File: config.mk
export PLATFORM = sky130hd
export DESIGN_NAME = add_arb2
export DESIGN_NICKNAME = d
export VERILOG_FILES = /design/src/rtl/add_arb2_pkg.sv /design/src/rtl/rca16.sv /design/src/rtl/add_arb2.sv
export SDC_FILE = /design/constraint.sdc
export NUM_CORES = 1
export LEC_CHECK = 0
export BUFFER_PORTS_ARGS = -buffer_cell sky130_fd_sc_hd__buf_2
export CORE_MARGIN = 1.5
export CORE_UTILIZATION = 40
export DETAILED_ROUTE_END_ITERATION = 6
export GPL_TIMING_DRIVEN = 0
export PLACE_DENSITY = 0.68
export SETUP_SLACK_MARGIN = 0.05
export SYNTH_ARGS = -nofsm -noshare
export SYNTH_HDL_FRONTEND = slang
export SYNTH_HIERARCHICAL = 1
export SYNTH_SLANG_ARGS = --single-unit
File: constraint.sdc
create_clock -name clk -period 2.5 [get_ports clk]
set_clock_uncertainty 0.2 [all_clocks]
set_input_delay 0.25 -clock clk [delete_from_list [all_inputs] [get_ports clk]]
set_output_delay 0.25 -clock clk [all_outputs]
set_load 0.03 [all_outputs]
File: src/rtl/add_arb2_pkg.sv
// Shared types for the two-requester arbitrated adder.
// Latency: n/a (types and constants only).
// Backpressure: n/a.
package add_arb2_pkg;

    // Requester identifier: 0 or 1.
    typedef logic id_t;

    // One entry of the in-flight tag pipeline. It tracks which requester owns
    // the adder result that is moving through the pipeline alongside it.
    typedef struct packed {
        logic vld;
        id_t  id;
    } tag_t;

    // Number of clock edges rca16 takes from sampling operands to a stable sum.
    localparam int RCA16_LAT = 2;

    // Converts a requester id to its bit in a 2-bit per-requester vector.
    function automatic logic [1:0] id_onehot(input id_t id);
        return id ? 2'b10 : 2'b01;
    endfunction

endpackage

File: src/rtl/rca16.sv
// Two-stage pipelined ripple-carry adder: {cout, s} = a + b + cin.
// Latency: 2 edges. Operands are sampled at edge 1 and the sum is stable after edge 2.
// Backpressure: none. A new operand set is taken every cycle.
// Ports: clk, rst_b (async active-low), a/b/cin operands, s/cout registered result.
module rca16 #(
    parameter int W = 16
) (
    input  logic         clk,
    input  logic         rst_b,
    input  logic [W-1:0] a,
    input  logic [W-1:0] b,
    input  logic         cin,
    output logic [W-1:0] s,
    output logic         cout
);

    logic [W-1:0] a_q;
    logic [W-1:0] b_q;
    logic         cin_q;
    logic [W:0]   sum_q;

    always_ff @(posedge clk or negedge rst_b) begin
        if (!rst_b) begin
            a_q   <= '0;
            b_q   <= '0;
            cin_q <= 1'b0;
            sum_q <= '0;
        end else begin
            a_q   <= a;
            b_q   <= b;
            cin_q <= cin;
            sum_q <= {1'b0, a_q} + {1'b0, b_q} + {{W{1'b0}}, cin_q};
        end
    end

    assign s    = sum_q[W-1:0];
    assign cout = sum_q[W];

endmodule

File: src/rtl/add_arb2.sv
// Round-robin arbiter that shares one pipelined adder between two requesters.
// Latency: LAT edges from accept to the rsp_valid strobe, with one accept per cycle and no bubbles.
// Backpressure: none beyond arbitration. A losing requester must hold req_valid itself because nothing is queued.
// Ports: clk, rst_b (async active-low); req_valid/req_ready[1:0]; req_a*/req_b*/req_cin* operands;
//        rsp_valid[1:0], rsp_s, rsp_cout shared result; busy. Optional macro ADD_ARB2_STATS_EN
//        adds gnt_cnt0/gnt_cnt1 saturating accept counters.
module add_arb2
    import add_arb2_pkg::*;
#(
    parameter int W   = 16,
    parameter int LAT = 2   // must equal RCA16_LAT; the tag pipe tracks the adder stages
) (
    input  logic         clk,
    input  logic         rst_b,
    input  logic [1:0]   req_valid,
    output logic [1:0]   req_ready,
    input  logic [W-1:0] req_a0,
    input  logic [W-1:0] req_b0,
    input  logic         req_cin0,
    input  logic [W-1:0] req_a1,
    input  logic [W-1:0] req_b1,
    input  logic         req_cin1,
    output logic [1:0]   rsp_valid,
    output logic [W-1:0] rsp_s,
    output logic         rsp_cout,
    output logic         busy
`ifdef ADD_ARB2_STATS_EN
    ,
    output logic [15:0]  gnt_cnt0,
    output logic [15:0]  gnt_cnt1
`endif
);

    localparam int CW = $clog2(LAT + 1);

    id_t          ptr_q;
    logic [1:0]   gnt;
    id_t          gnt_id;
    logic         accept;
    logic         retire;
    logic [W-1:0] add_a;
    logic [W-1:0] add_b;
    logic         add_cin;
    tag_t         tag_q [LAT];
    logic [CW-1:0] cnt_q;

    // Grant logic. The grant is forced to zero during reset, so req_ready stays
    // low even before the first edge has cleared any state.
    always_comb begin
        gnt    = 2'b00;
        gnt_id = 1'b0;
        if (rst_b) begin
            unique case (req_valid)
                2'b01: begin gnt = 2'b01;            gnt_id = 1'b0;  end
                2'b10: begin gnt = 2'b10;            gnt_id = 1'b1;  end
                2'b11: begin gnt = id_onehot(ptr_q); gnt_id = ptr_q; end
                default: ;
            endcase
        end
    end

    assign req_ready = gnt;
    assign accept    = |gnt;

    // The adder sees zeros when there is no grant, so idle cycles do not toggle it.
    always_comb begin
        add_a   = '0;
        add_b   = '0;
        add_cin = 1'b0;
        if (gnt[0]) begin
            add_a = req_a0; add_b = req_b0; add_cin = req_cin0;
        end else if (gnt[1]) begin
            add_a = req_a1; add_b = req_b1; add_cin = req_cin1;
        end
    end

    rca16 #(.W(W)) u_rca16 (
        .clk   (clk),
        .rst_b (rst_b),
        .a     (add_a),
        .b     (add_b),
        .cin   (add_cin),
        .s     (rsp_s),
        .cout  (rsp_cout)
    );

    // The pointer moves only on real contention. A lone requester never
    // steals the other requester's next turn.
    always_ff @(posedge clk or negedge rst_b) begin
        if (!rst_b) begin
            ptr_q <= 1'b0;
        end else if (req_valid == 2'b11) begin
            ptr_q <= ~ptr_q;
        end
    end

    // The tag pipeline runs in lockstep with the adder stages. Its last entry
    // marks the cycle in which rsp_s and rsp_cout belong to a requester.
    always_ff @(posedge clk or negedge rst_b) begin
        if (!rst_b) begin
            for (int i = 0; i < LAT; i++) tag_q[i] <= '0;
        end else begin
            tag_q[0] <= '{vld: accept, id: gnt_id};
            for (int i = 1; i < LAT; i++) tag_q[i] <= tag_q[i-1];
        end
    end

    assign retire    = tag_q[LAT-1].vld;
    assign rsp_valid = retire ? id_onehot(tag_q[LAT-1].id) : 2'b00;

    always_ff @(posedge clk or negedge rst_b) begin
        if (!rst_b) begin
            cnt_q <= '0;
        end else begin
            unique case ({accept, retire})
                2'b10:   cnt_q <= cnt_q + CW'(1);
                2'b01:   cnt_q <= cnt_q - CW'(1);
                default: ;
            endcase
        end
    end

    assign busy = (cnt_q != '0);

`ifdef ADD_ARB2_STATS_EN
    always_ff @(posedge clk or negedge rst_b) begin
        if (!rst_b) begin
            gnt_cnt0 <= '0;
            gnt_cnt1 <= '0;
        end else begin
            if (gnt[0] && gnt_cnt0 != 16'hFFFF) gnt_cnt0 <= gnt_cnt0 + 16'd1;
            if (gnt[1] && gnt_cnt1 != 16'hFFFF) gnt_cnt1 <= gnt_cnt1 + 16'd1;
        end
    end
`endif

endmodule

Word level (Yosys, flattened, before mapping)
Cells that the tools add are included.

Reduce and logical (&&, ||, !) cells: 3. Mux-type cells: 14. Magnitude comparators: 0. $mul: 0. Eq/ne operators: 5. Bitwise gates (word level): 1. Add/sub/neg operators: 4. Div/mod/pow operators: 0. Shift-type cells: 0.

Operators by type and width (number): 16-bit 2-to-1 mux (4); 16-bit by 16-bit adder with 17-bit output (1); 17-bit by 1-bit adder with 17-bit output (1); 2-bit 2-to-1 mux (4); 2-bit equality test (second input constant) (3); 2-bit case mux with 3 select lines (1); 2-bit by 1-bit equality test with 1-bit output (second input constant) (2); 2-bit case mux with 2 select lines (1); 2-bit nonzero test (2); 1-bit 2-to-1 mux (3); 2-bit by 1-bit adder with 2-bit output (second input constant) (1); 1-bit case mux with 2 select lines (1); 2-bit OR reduction (1); 2-bit by 1-bit subtractor with 2-bit output (second input constant) (1); 1-bit NOT (1).

Memory bits (read-only): 0. Output and inout port bits: 22. Bits in writable memories: 0. Word-level logic and storage cells: 37. Input port bits: 70. Latch bits: 0. Flip-flop bits (word level): 57. Memories kept: 0.

Longest topological paths before layout
Gate-level depths: netlist (run 1).

Depth after elaboration: 6. Depth in mapped cells: 7. Gate-level depth less buffers: 7.

Hierarchy
Netlist (run 1), hierarchy kept.

Modules (own cells, without submodules): rca16 (cells each 137, instances 1, seq. area each 1251.2 um^2, area each 1965.6 um^2); add_arb2 (cells each 105, instances 1, seq. area each 175.2 um^2, area each 927.1 um^2).

Worst setup path before layout (run 1)
OpenSTA, ideal clock, no wires.

Kind: register to register. Start point: reg u_rca16.a_q[0]. End point: reg u_rca16.sum_q[16]. Slack: -0.056 ns. Stages on the path, launching flop included: 8. Data arrival time: 2.238 ns. Period minus slack after synthesis: 2.556 ns. Data required time: 2.182 ns. Path through: dfrtp_1 fa_1 fa_1 a21oi_2 o221a_4 o221ai_2 a221o_1 a21o_1.

Longest elaborated chain between the ends: 2.

Ends and longest elaborated chain: from (decl) (RTL line rca16.sv:17) `logic [W-1:0] a_q;`; from (signal assigned) (RTL line rca16.sv:24) `a_q <= '0;`; from (signal assigned) (RTL line rca16.sv:29) `a_q <= a;`; 16-bit by 16-bit adder with 17-bit output (RTL line rca16.sv:32) `sum_q <= {1'b0, a_q} + {1'b0, b_q} + {{W{1'b0}}, cin_q};`; 17-bit by 1-bit adder with 17-bit output (RTL line rca16.sv:32); to (signal assigned) (RTL line rca16.sv:32); to (decl) (RTL line rca16.sv:20) `logic [W:0] sum_q;`.

No other way between the ends. A chain may end at the register's enable or synchronous reset.

Worst setup path in the final report (run 1)
Same ends and word-level chain as after synthesis.

==> results of run 1 <==
-- routing by layer --
| metal | routed length, um | GRT usage | vias to the layer above |
|---|---|---|---|
| met3 | 377 | 0.0377 | 11 |
| met5 | 0 | 0 | - |
| met1 | 3030 | 0.232 | 1181 |
| met2 | 3670 | 0.345 | 92 |
| li1 | - | - | 1183 |
| met4 | 131 | 0.101 | 0 |
-- cells by family after synthesis --
logic type	Yosys count	synth area share
AO/OA/AOI/OAI	70	0.199
XOR/XNOR	18	0.0545
adder cells (fa/ha/maj)	18	0.0830
buffers and inverters	21	0.0528
flip-flops	57	0.493
AND/OR/NAND/NOR	58	0.117
-- cell usage after synthesis (all sizes together) --
library cell | count | share of area
a221o | 1 | 0.0035
buf | 10 | 0.035
clkbuf | 5 | 0.0099
a31oi | 3 | 0.0086
dfrtp | 57 | 0.49
inv | 6 | 0.0078
xor2 | 9 | 0.027
o221ai | 1 | 0.0052
a21o | 4 | 0.010
and3 | 4 | 0.0086
o21bai | 1 | 0.0026
o21ai | 7 | 0.013
a32oi | 33 | 0.10
a21boi | 1 | 0.0065
nand4 | 3 | 0.0065
a21oi | 11 | 0.022
and4 | 1 | 0.0030
nand3 | 3 | 0.0052
xnor2 | 9 | 0.027
a211oi | 1 | 0.0026
o21a | 1 | 0.0026
nor2 | 1 | 0.0013
ha | 16 | 0.069
o211a | 1 | 0.0035
nor2b | 34 | 0.074
o221a | 1 | 0.0069
and2 | 2 | 0.0043
or2 | 1 | 0.0022
fa | 2 | 0.014
nand2 | 8 | 0.010
o31ai | 2 | 0.0069
nand2b | 1 | 0.0022
o211ai | 2 | 0.0052
-- worst reg2reg max path: stages (launching register included) --
cell and delay (ns):
sky130_fd_sc_hd__dfrtp_1 0.40, sky130_fd_sc_hd__fa_2 0.43, sky130_fd_sc_hd__fa_2 0.39, sky130_fd_sc_hd__a21oi_4 0.16
sky130_fd_sc_hd__o221a_4 0.21, sky130_fd_sc_hd__o221ai_4 0.11, sky130_fd_sc_hd__a221o_1 0.34, sky130_fd_sc_hd__a21o_1 0.16
-- through the flow --
| stage | total power [uW] | cell area [um2] |
|---|---|---|
| floorplan | 1800 | 2900 |
| global placement | 2060 | 3470 |
| detailed placement | 2080 | 3470 |
| CTS | 3000 | 4050 |
| global route | 3170 | 4120 |
| finish | 3010 | 4120 |
-- layout make-up --
type	count	area, um2
buffer	15	130
clock buffer	11	141
clock inverter	5	55.1
fill	615	2780
inverter	6	22.5
multi-input combinational	164	1370
sequential	57	1430
tap	96	120
timing repair buffer	130	860
-- power breakdown --
part	internal (uW)	switching, uW
combinational	421	587
sequential	1080	66.7
clock	483	370
total	1980	1020
-- worst paths after layout --
path	start	end	slack, ns
min reg2reg	tag_q[3]$_DFF_PN0_	retire$_DFF_PN0_	0.16
max	u_rca16/a_q[0]$_DFF_PN0_	u_rca16/sum_q[16]$_DFF_PN0_	-0.0004
max in group asynchronous	rst_b	u_rca16/a_q[11]$_DFF_PN0_	1.53
min in group asynchronous	rst_b	u_rca16/sum_q[2]$_DFF_PN0_	0.34
min	req_b1[12]	u_rca16/b_q[12]$_DFF_PN0_	0.006
max reg2reg	u_rca16/a_q[0]$_DFF_PN0_	u_rca16/sum_q[16]$_DFF_PN0_	-0.0004
-- sequential cells by signal, indices dropped and copies added, names as in the netlist --
signal	count
u_rca16/sum_q	17
tag_q	3
cnt_q	2
u_rca16/b_q	16
u_rca16/a_q	16
ptr_q	1
retire	1
u_rca16/cin_q	1
-- what timing repair did --
item | in CTS | in global routing
hold endpoints to repair | 86 | 57
setup endpoints to repair | 3 | 4
buffers inserted | 3 | 1
resized for setup | 4 | 4
pin swaps | 8 | 3
hold buffers | 33 | 2
-- layout by cell type, fill, tap and decap left out, types with 2 or more instances in the layout --
master and instances:
sky130_fd_sc_hd__ha_1 16, sky130_fd_sc_hd__buf_8 3, sky130_fd_sc_hd__nor2b_1 34, sky130_fd_sc_hd__clkinv_2 2, sky130_fd_sc_hd__and2_1 2, sky130_fd_sc_hd__a32oi_1 33, sky130_fd_sc_hd__a31oi_4 2, sky130_fd_sc_hd__o211ai_1 2
sky130_fd_sc_hd__nand4_1 3, sky130_fd_sc_hd__buf_6 4, sky130_fd_sc_hd__clkinvlp_4 2, sky130_fd_sc_hd__xnor2_1 8, sky130_fd_sc_hd__buf_2 93, sky130_fd_sc_hd__fa_2 2, sky130_fd_sc_hd__xor2_1 9, sky130_fd_sc_hd__dlygate4sd3_1 34
sky130_fd_sc_hd__clkbuf_8 11, sky130_fd_sc_hd__buf_4 5, sky130_fd_sc_hd__and3_1 4, sky130_fd_sc_hd__clkbuf_1 5, sky130_fd_sc_hd__a21oi_1 9, sky130_fd_sc_hd__dfrtp_1 57, sky130_fd_sc_hd__nand3_1 3, sky130_fd_sc_hd__inv_1 6
sky130_fd_sc_hd__nand2_1 8, sky130_fd_sc_hd__o21ai_0 6, sky130_fd_sc_hd__a21o_1 4
==> impl_metrics.sql, run 1 <==
INSERT INTO impl_metrics (metric_group, metric, value, unit) VALUES
('sta', 'tightest_slew', '0.374', 'ns'),
('drt', 'drt-wirelength-per-cell', '14.9', 'um'),
('global_route', 'track_usage', '0.198', ''),
('sta', 'max_freq', '400', 'MHz'),
('worst_setup_path', 'path_delay_family', 'compound AO/OA/AOI/OAI gates', ''),
('clock_tree', 'clkSlewWorstSetupHoldPaths', '0.07', 'ns'),
('die', 'io_pins', '92', ''),
('placed_design', 'place_congestion', '0.891', ''),
('power_and_ir_drop', 'leakage', '0.00201', 'uW'),
('yosys', 'yosys.cell_types.count', '41', ''),
('drt', 'drc_errors', '0', ''),
('clock_tree', 'clockBufferDepth', '2', ''),
('die', 'die_height', '88.0', 'um'),
('sta', 'final_critical_path_setup_slack', '-0.000427', 'ns'),
('clock_tree', 'htree_levels', '3', ''),
('worst_setup_path', 'worstRegToRegCells', '7', ''),
('clock_tree', 'worstSkewPairLatency', '0.34', 'ns'),
('global_route', 'grt_pass1_vias', '2461', ''),
('worst_setup_path', 'path_buf_inv', '0', ''),
('die', 'die_x', '88.0', 'um'),
('sta', 'timing.final.crit_period', '2.50', 'ns'),
('worst_setup_path', 'crit_required', '2.53', 'ns'),
('drt', 'drt-pass1-iter-count', '4', ''),
('sta', 'drv_slew', '0', ''),
('global_route', 'globalRouteOverflowTotal', '0', ''),
('die', 'core_region_area', '6910', 'um2'),
('sta', 'timing.final.setup_violations', '1', ''),
('die', 'start_util', '0.419', ''),
('die', 'rows', '30', ''),
('worst_setup_path', 'critical_path.max_stage_delay', '0.43', 'ns'),
('clock_tree', 'cts_num_sinks', '57', ''),
('sta', 'hold_violations', '0', ''),
('status', 'status', 'finished with violations', ''),
('layout', 'layout.core_utilization', '0.597', ''),
('worst_setup_path', 'slowest_cell_on_crit_path', 'sky130_fd_sc_hd__fa_2', ''),
('yosys', 'syn_area', '2890', 'um2'),
('sta', 'final.setup.tns', '-0.000427', 'ns'),
('placed_design', 'dp.final_hpwl', '4880', 'um'),
('layout', 'post_route_cells_drive_above_1_share', '0.348', ''),
('yosys', 'ys_ff_latch', '57', ''),
('sta', 'final.hold.worst_slack', '0.00638', 'ns'),
('layout', 'stdcell_count', '484', ''),
('sta', 'maxSlewHeadroom', '0.750', ''),
('drt', 'total_vias_in_the_final_route', '2467', ''),
('worst_setup_path', 'critical_path.most_common_cell', 'sky130_fd_sc_hd__fa_2', ''),
('sta', 'timing.final.crit_share', '1.00', ''),
('layout', 'area.growth.synth_to_final', '42.6', '%'),
('global_route', 'grt_pass1_wl', '11400', 'um'),
('min_path', 'hold_path_depth', '3', ''),
('power_and_ir_drop', 'power_density', '729', 'nW/um2'),
('worst_setup_path', 'timing.critical_path.from_type', 'register', ''),
('die', 'full_die_area', '7750', 'um2'),
('clock_tree', 'cts_tree', 'yes', ''),
('yosys', 'syn-instance-count', '242', ''),
('worst_setup_path', 'worst_path_arrival_time', '2.53', 'ns'),
('yosys', 'synth_seq_area_share', '0.493', ''),
('global_route', 'grt_start_max_net_pins', '59', ''),
('status', 'violations', 'setup timing', ''),
('clock_tree', 'cts-buffers-inserted', '9', ''),
('drt', 'drt_antenna_net_count', '0', ''),
('drt', 'post_drt_via_cell_ratio', '5.10', ''),
('worst_setup_path', 'critical_path.cell_chain', 'fa_2, fa_2, a21oi_4, o221a_4, o221ai_4, a221o_1, a21o_1', ''),
('layout', 'finish.net_count', '471', ''),
('global_route', 'grt_antenna_before_repair', '0', ''),
('yosys', 'synthesis.nets', '330', ''),
('worst_setup_path', 'crit_path_max_fanout', '2', ''),
('drt', 'drtIter0Drc', '128', ''),
('placed_design', 'placement.io_buffers', '91', ''),
('yosys', 'ys_warn_count', '6', ''),
('worst_setup_path', 'critical_path_class', 'reg2reg', ''),
('placed_design', 'place_ws', '-0.312', 'ns'),
('placed_design', 'placed_cells_incl_taps', '429', ''),
('sta', 'grt_setup_unrepaired', 'true', ''),
('power_and_ir_drop', 'vdd_ir_drop_max', '0.330', 'mV'),
('drt', 'drt_wl_total', '7200', 'um'),
('layout', 'antenna_cells_inserted', '0', ''),
('worst_setup_path', 'crit_cells', '7', ''),
('worst_setup_path', 'timing.critical_path.to_type', 'register', ''),
('yosys', 'synth_area_per_cell', '12.0', 'um2'),
('job', 'max_cap_viol_count', '0', ''),
('min_path', 'holdCritPathClass', 'in2reg', ''),
('clock_tree', 'clock_tree.root_cell', 'sky130_fd_sc_hd__clkbuf_8', '');
Note: power is estimated with default switching activity, not from simulation.
==> run 2: changes to the inputs <==
- BUFFER_PORTS_ARGS: -buffer_cell sky130_fd_sc_hd__buf_2 -> not set
- DONT_BUFFER_PORTS: not set -> 1
- PLACE_DENSITY: 0.68 -> not set
==> run 2 against run 1 <==
- power is 2.7% higher
- design area is 2.3% lower
- the run still ends with setup timing left
- via count is 6.5% lower
- non-clock buffer count is 56 lower
- sequential share of layout area is 0.83 points higher
- maximum frequency is 1.9% lower
- register-to-register slack worse by 0.05 ns
==> impl_metrics.sql, run 2 (synthesis gave the netlist of run 1 again) <==
INSERT INTO impl_metrics (metric_group, metric, value, unit) VALUES
('global_route', 'grt_pass1_wl', '11900', 'um'),
('drt', 'drt_antenna_net_count', '0', ''),
('sta', 'timing.final.crit_share', '1.02', ''),
('drt', 'drtIter0Drc', '103', ''),
('min_path', 'holdCritPathClass', 'in2reg', ''),
('worst_setup_path', 'timing.critical_path.from_type', 'register', ''),
('global_route', 'grt_start_max_net_pins', '58', ''),
('sta', 'grt_setup_unrepaired', 'true', ''),
('clock_tree', 'clock_tree.root_cell', 'sky130_fd_sc_hd__clkbuf_8', ''),
('die', 'die_height', '88.0', 'um'),
('clock_tree', 'cts_tree', 'yes', ''),
('power_and_ir_drop', 'power_density', '767', 'nW/um2'),
('sta', 'tightest_slew', '0.582', 'ns'),
('layout', 'finish.net_count', '415', ''),
('layout', 'layout.core_utilization', '0.583', ''),
('clock_tree', 'worstSkewPairLatency', '0.33', 'ns'),
('sta', 'drv_slew', '0', ''),
('die', 'rows', '30', ''),
('layout', 'layout.filler_cells', '593', ''),
('layout', 'antenna_cells_inserted', '0', ''),
('die', 'start_util', '0.419', ''),
('worst_setup_path', 'crit_required', '2.52', 'ns'),
('min_path', 'hold_path.startpoint', 'rst_b', ''),
('sta', 'final_critical_path_setup_slack', '-0.0476', 'ns'),
('global_route', 'grt_antenna_before_repair', '0', ''),
('layout', 'registers.top_by_ff_count', 'u_rca16/sum_q', ''),
('drt', 'drt_wl_total', '7550', 'um'),
('sta', 'final.setup.tns', '-0.0497', 'ns'),
('drt', 'total_vias_in_the_final_route', '2306', ''),
('clock_tree', 'clockBufferDepth', '2', ''),
('die', 'io_pins', '92', ''),
('layout', 'stdcell_count', '427', ''),
('placed_design', 'placed_cells_incl_taps', '338', ''),
('layout', 'final_common_cell', 'sky130_fd_sc_hd__dlygate4sd3_1', ''),
('layout', 'post_route_cells_drive_above_1_share', '0.136', ''),
('sta', 'final.hold.worst_slack', '0.117', 'ns'),
('worst_setup_path', 'worst_path_arrival_time', '2.57', 'ns'),
('drt', 'drt-wirelength-per-cell', '17.7', 'um'),
('worst_setup_path', 'worstRegToRegCells', '7', ''),
('status', 'violations', 'setup timing', ''),
('drt', 'drt-pass1-iter-count', '4', ''),
('die', 'core_region_area', '6910', 'um2'),
('sta', 'max_freq', '393', 'MHz'),
('worst_setup_path', 'timing.critical_path.to_type', 'register', ''),
('worst_setup_path', 'reg2reg_slack', '-0.05', 'ns'),
('layout', 'top_flop_regs', 'u_rca16/sum_q x17, u_rca16/a_q x16, u_rca16/b_q x16', ''),
('drt', 'post_drt_via_cell_ratio', '5.40', ''),
('min_path', 'hold_path_depth', '2', ''),
('worst_setup_path', 'critical_path_class', 'reg2reg', ''),
('power_and_ir_drop', 'vdd_ir_drop_max', '0.455', 'mV'),
('worst_setup_path', 'critPathLaunch', 'u_rca16/cin_q$_DFF_PN0_', ''),
('sta', 'timing.final.crit_period', '2.55', 'ns'),
('sta', 'timing.final.setup_violations', '2', ''),
('job', 'max_cap_viol_count', '0', ''),
('clock_tree', 'htree_levels', '3', ''),
('die', 'full_die_area', '7750', 'um2'),
('layout', 'flip_flop_count_of_the_largest_register_after_layout', '17', ''),
('global_route', 'track_usage', '0.208', ''),
('clock_tree', 'cts_num_sinks', '57', ''),
('die', 'die_x', '88.0', 'um'),
('placed_design', 'placement.io_buffers', '0', ''),
('worst_setup_path', 'regToRegEndpoint', 'u_rca16/sum_q[16]$_DFF_PN0_', ''),
('global_route', 'grt_pass1_vias', '2454', ''),
('sta', 'maxSlewHeadroom', '0.611', ''),
('sta', 'hold_violations', '0', ''),
('placed_design', 'dp.final_hpwl', '4730', 'um'),
('clock_tree', 'clkSlewWorstSetupHoldPaths', '0.06', 'ns'),
('layout', 'layout_common_cells', '68 x sky130_fd_sc_hd__dlygate4sd3_1, 57 x sky130_fd_sc_hd__dfrtp_1, 34 x sky130_fd_sc_hd__nor2b_1, 33 x sky130_fd_sc_hd__a32oi_1, 16 x sky130_fd_sc_hd__ha_1', ''),
('placed_design', 'place_congestion', '0.847', ''),
('drt', 'drc_errors', '0', ''),
('power_and_ir_drop', 'leakage', '0.00177', 'uW'),
('min_path', 'min_to', 'u_rca16/a_q[12]$_DFF_PN0_', ''),
('clock_tree', 'cts-buffers-inserted', '9', ''),
('worst_setup_path', 'crit_path_max_fanout', '3', ''),
('status', 'status', 'finished with violations', ''),
('global_route', 'globalRouteOverflowTotal', '0', ''),
('worst_setup_path', 'r2r-start', 'u_rca16/cin_q$_DFF_PN0_', ''),
('layout', 'area.growth.synth_to_final', '39.2', '%');
[run 2: cell types whose count changed in the layout (fill, tap and decap cells not counted), sizes merged]
cell / previous run / this run
buf: 106 / 16
dlygate4sd3: 34 / 68
clkbuf: 16 / 18
clkinvlp: 2 / 0
clkinv: 2 / 1
[run 2: where the power goes]
part	total (uW)	internal (uW)	switching, uW
Clock	916	562	354
Combinational	856	433	424
Sequential	1320	1080	235
Total	3090	2080	1010
[run 2: critical path, stage by stage (launching register included)]
cell,delay [ns]
sky130_fd_sc_hd__dfrtp_1,0.39
sky130_fd_sc_hd__fa_2,0.43
sky130_fd_sc_hd__fa_2,0.38
sky130_fd_sc_hd__a21oi_4,0.16
sky130_fd_sc_hd__o221a_4,0.24
sky130_fd_sc_hd__o221ai_4,0.12
sky130_fd_sc_hd__a221o_1,0.36
sky130_fd_sc_hd__a21o_1,0.16
[run 2: what timing repair did]
action	4_1_cts	5_1_grt
hold endpoints to repair	92	0
hold buffers	69	0
setup buffers	2	3
pin swaps	7	3
endpoints found under the setup margin	2	6
resized for setup	3	2
[run 2: area by class of cell]
class / instances / area (um2) / area share
multi-input cells: 164 / 1370 / 0.340
clock buffers: 13 / 179 / 0.0444
flip-flops and latches: 57 / 1430 / 0.354
well taps: 96 / 120 / 0.0298
repair buffers: 74 / 746 / 0.185
clock inverters: 2 / 35.0 / 0.00870
plain buffers: 15 / 130 / 0.0323
inverters: 6 / 22.5 / 0.00559
[run 2: routing by layer]
| layer | global-route usage | vias up | part of all wire |
|---|---|---|---|
| li1 | - | 1067 | - |
| met1 | 0.245 | 1126 | 0.41 |
| met2 | 0.346 | 88 | 0.50 |
| met3 | 0.0641 | 25 | 0.061 |
| met4 | 0.101 | 0 | 0.033 |
| met5 | 0 | - | 0 |
[run 2: worst max-delay path by stage]
stage	endpoint	slack [ns]
final	u_rca16/sum_q[16]$_DFF_PN0_	-0.05
after global routing	u_rca16/sum_q[16]$_DFF_PN0_	-0.1
after CTS	u_rca16/sum_q[16]$_DFF_PN0_	-0.10
after detailed placement	u_rca16/sum_q[16]$_DFF_PN0_	-0.1
after global placement	u_rca16/sum_q[16]$_DFF_PN0_	-0.10
after floorplan	u_rca16/sum_q[16]$_DFF_PN0_	0.07
[run 2: per-stage QoR]
stage,setup slack (ns),power [uW],cell area (um2)
after global placement,-0.104,1940,3020
after detailed placement,-0.0976,1950,3020
after CTS,-0.103,3080,3990
after global routing,-0.0970,3230,4030
final,-0.0476,3090,4030
after floorplan,0.0659,1800,2900
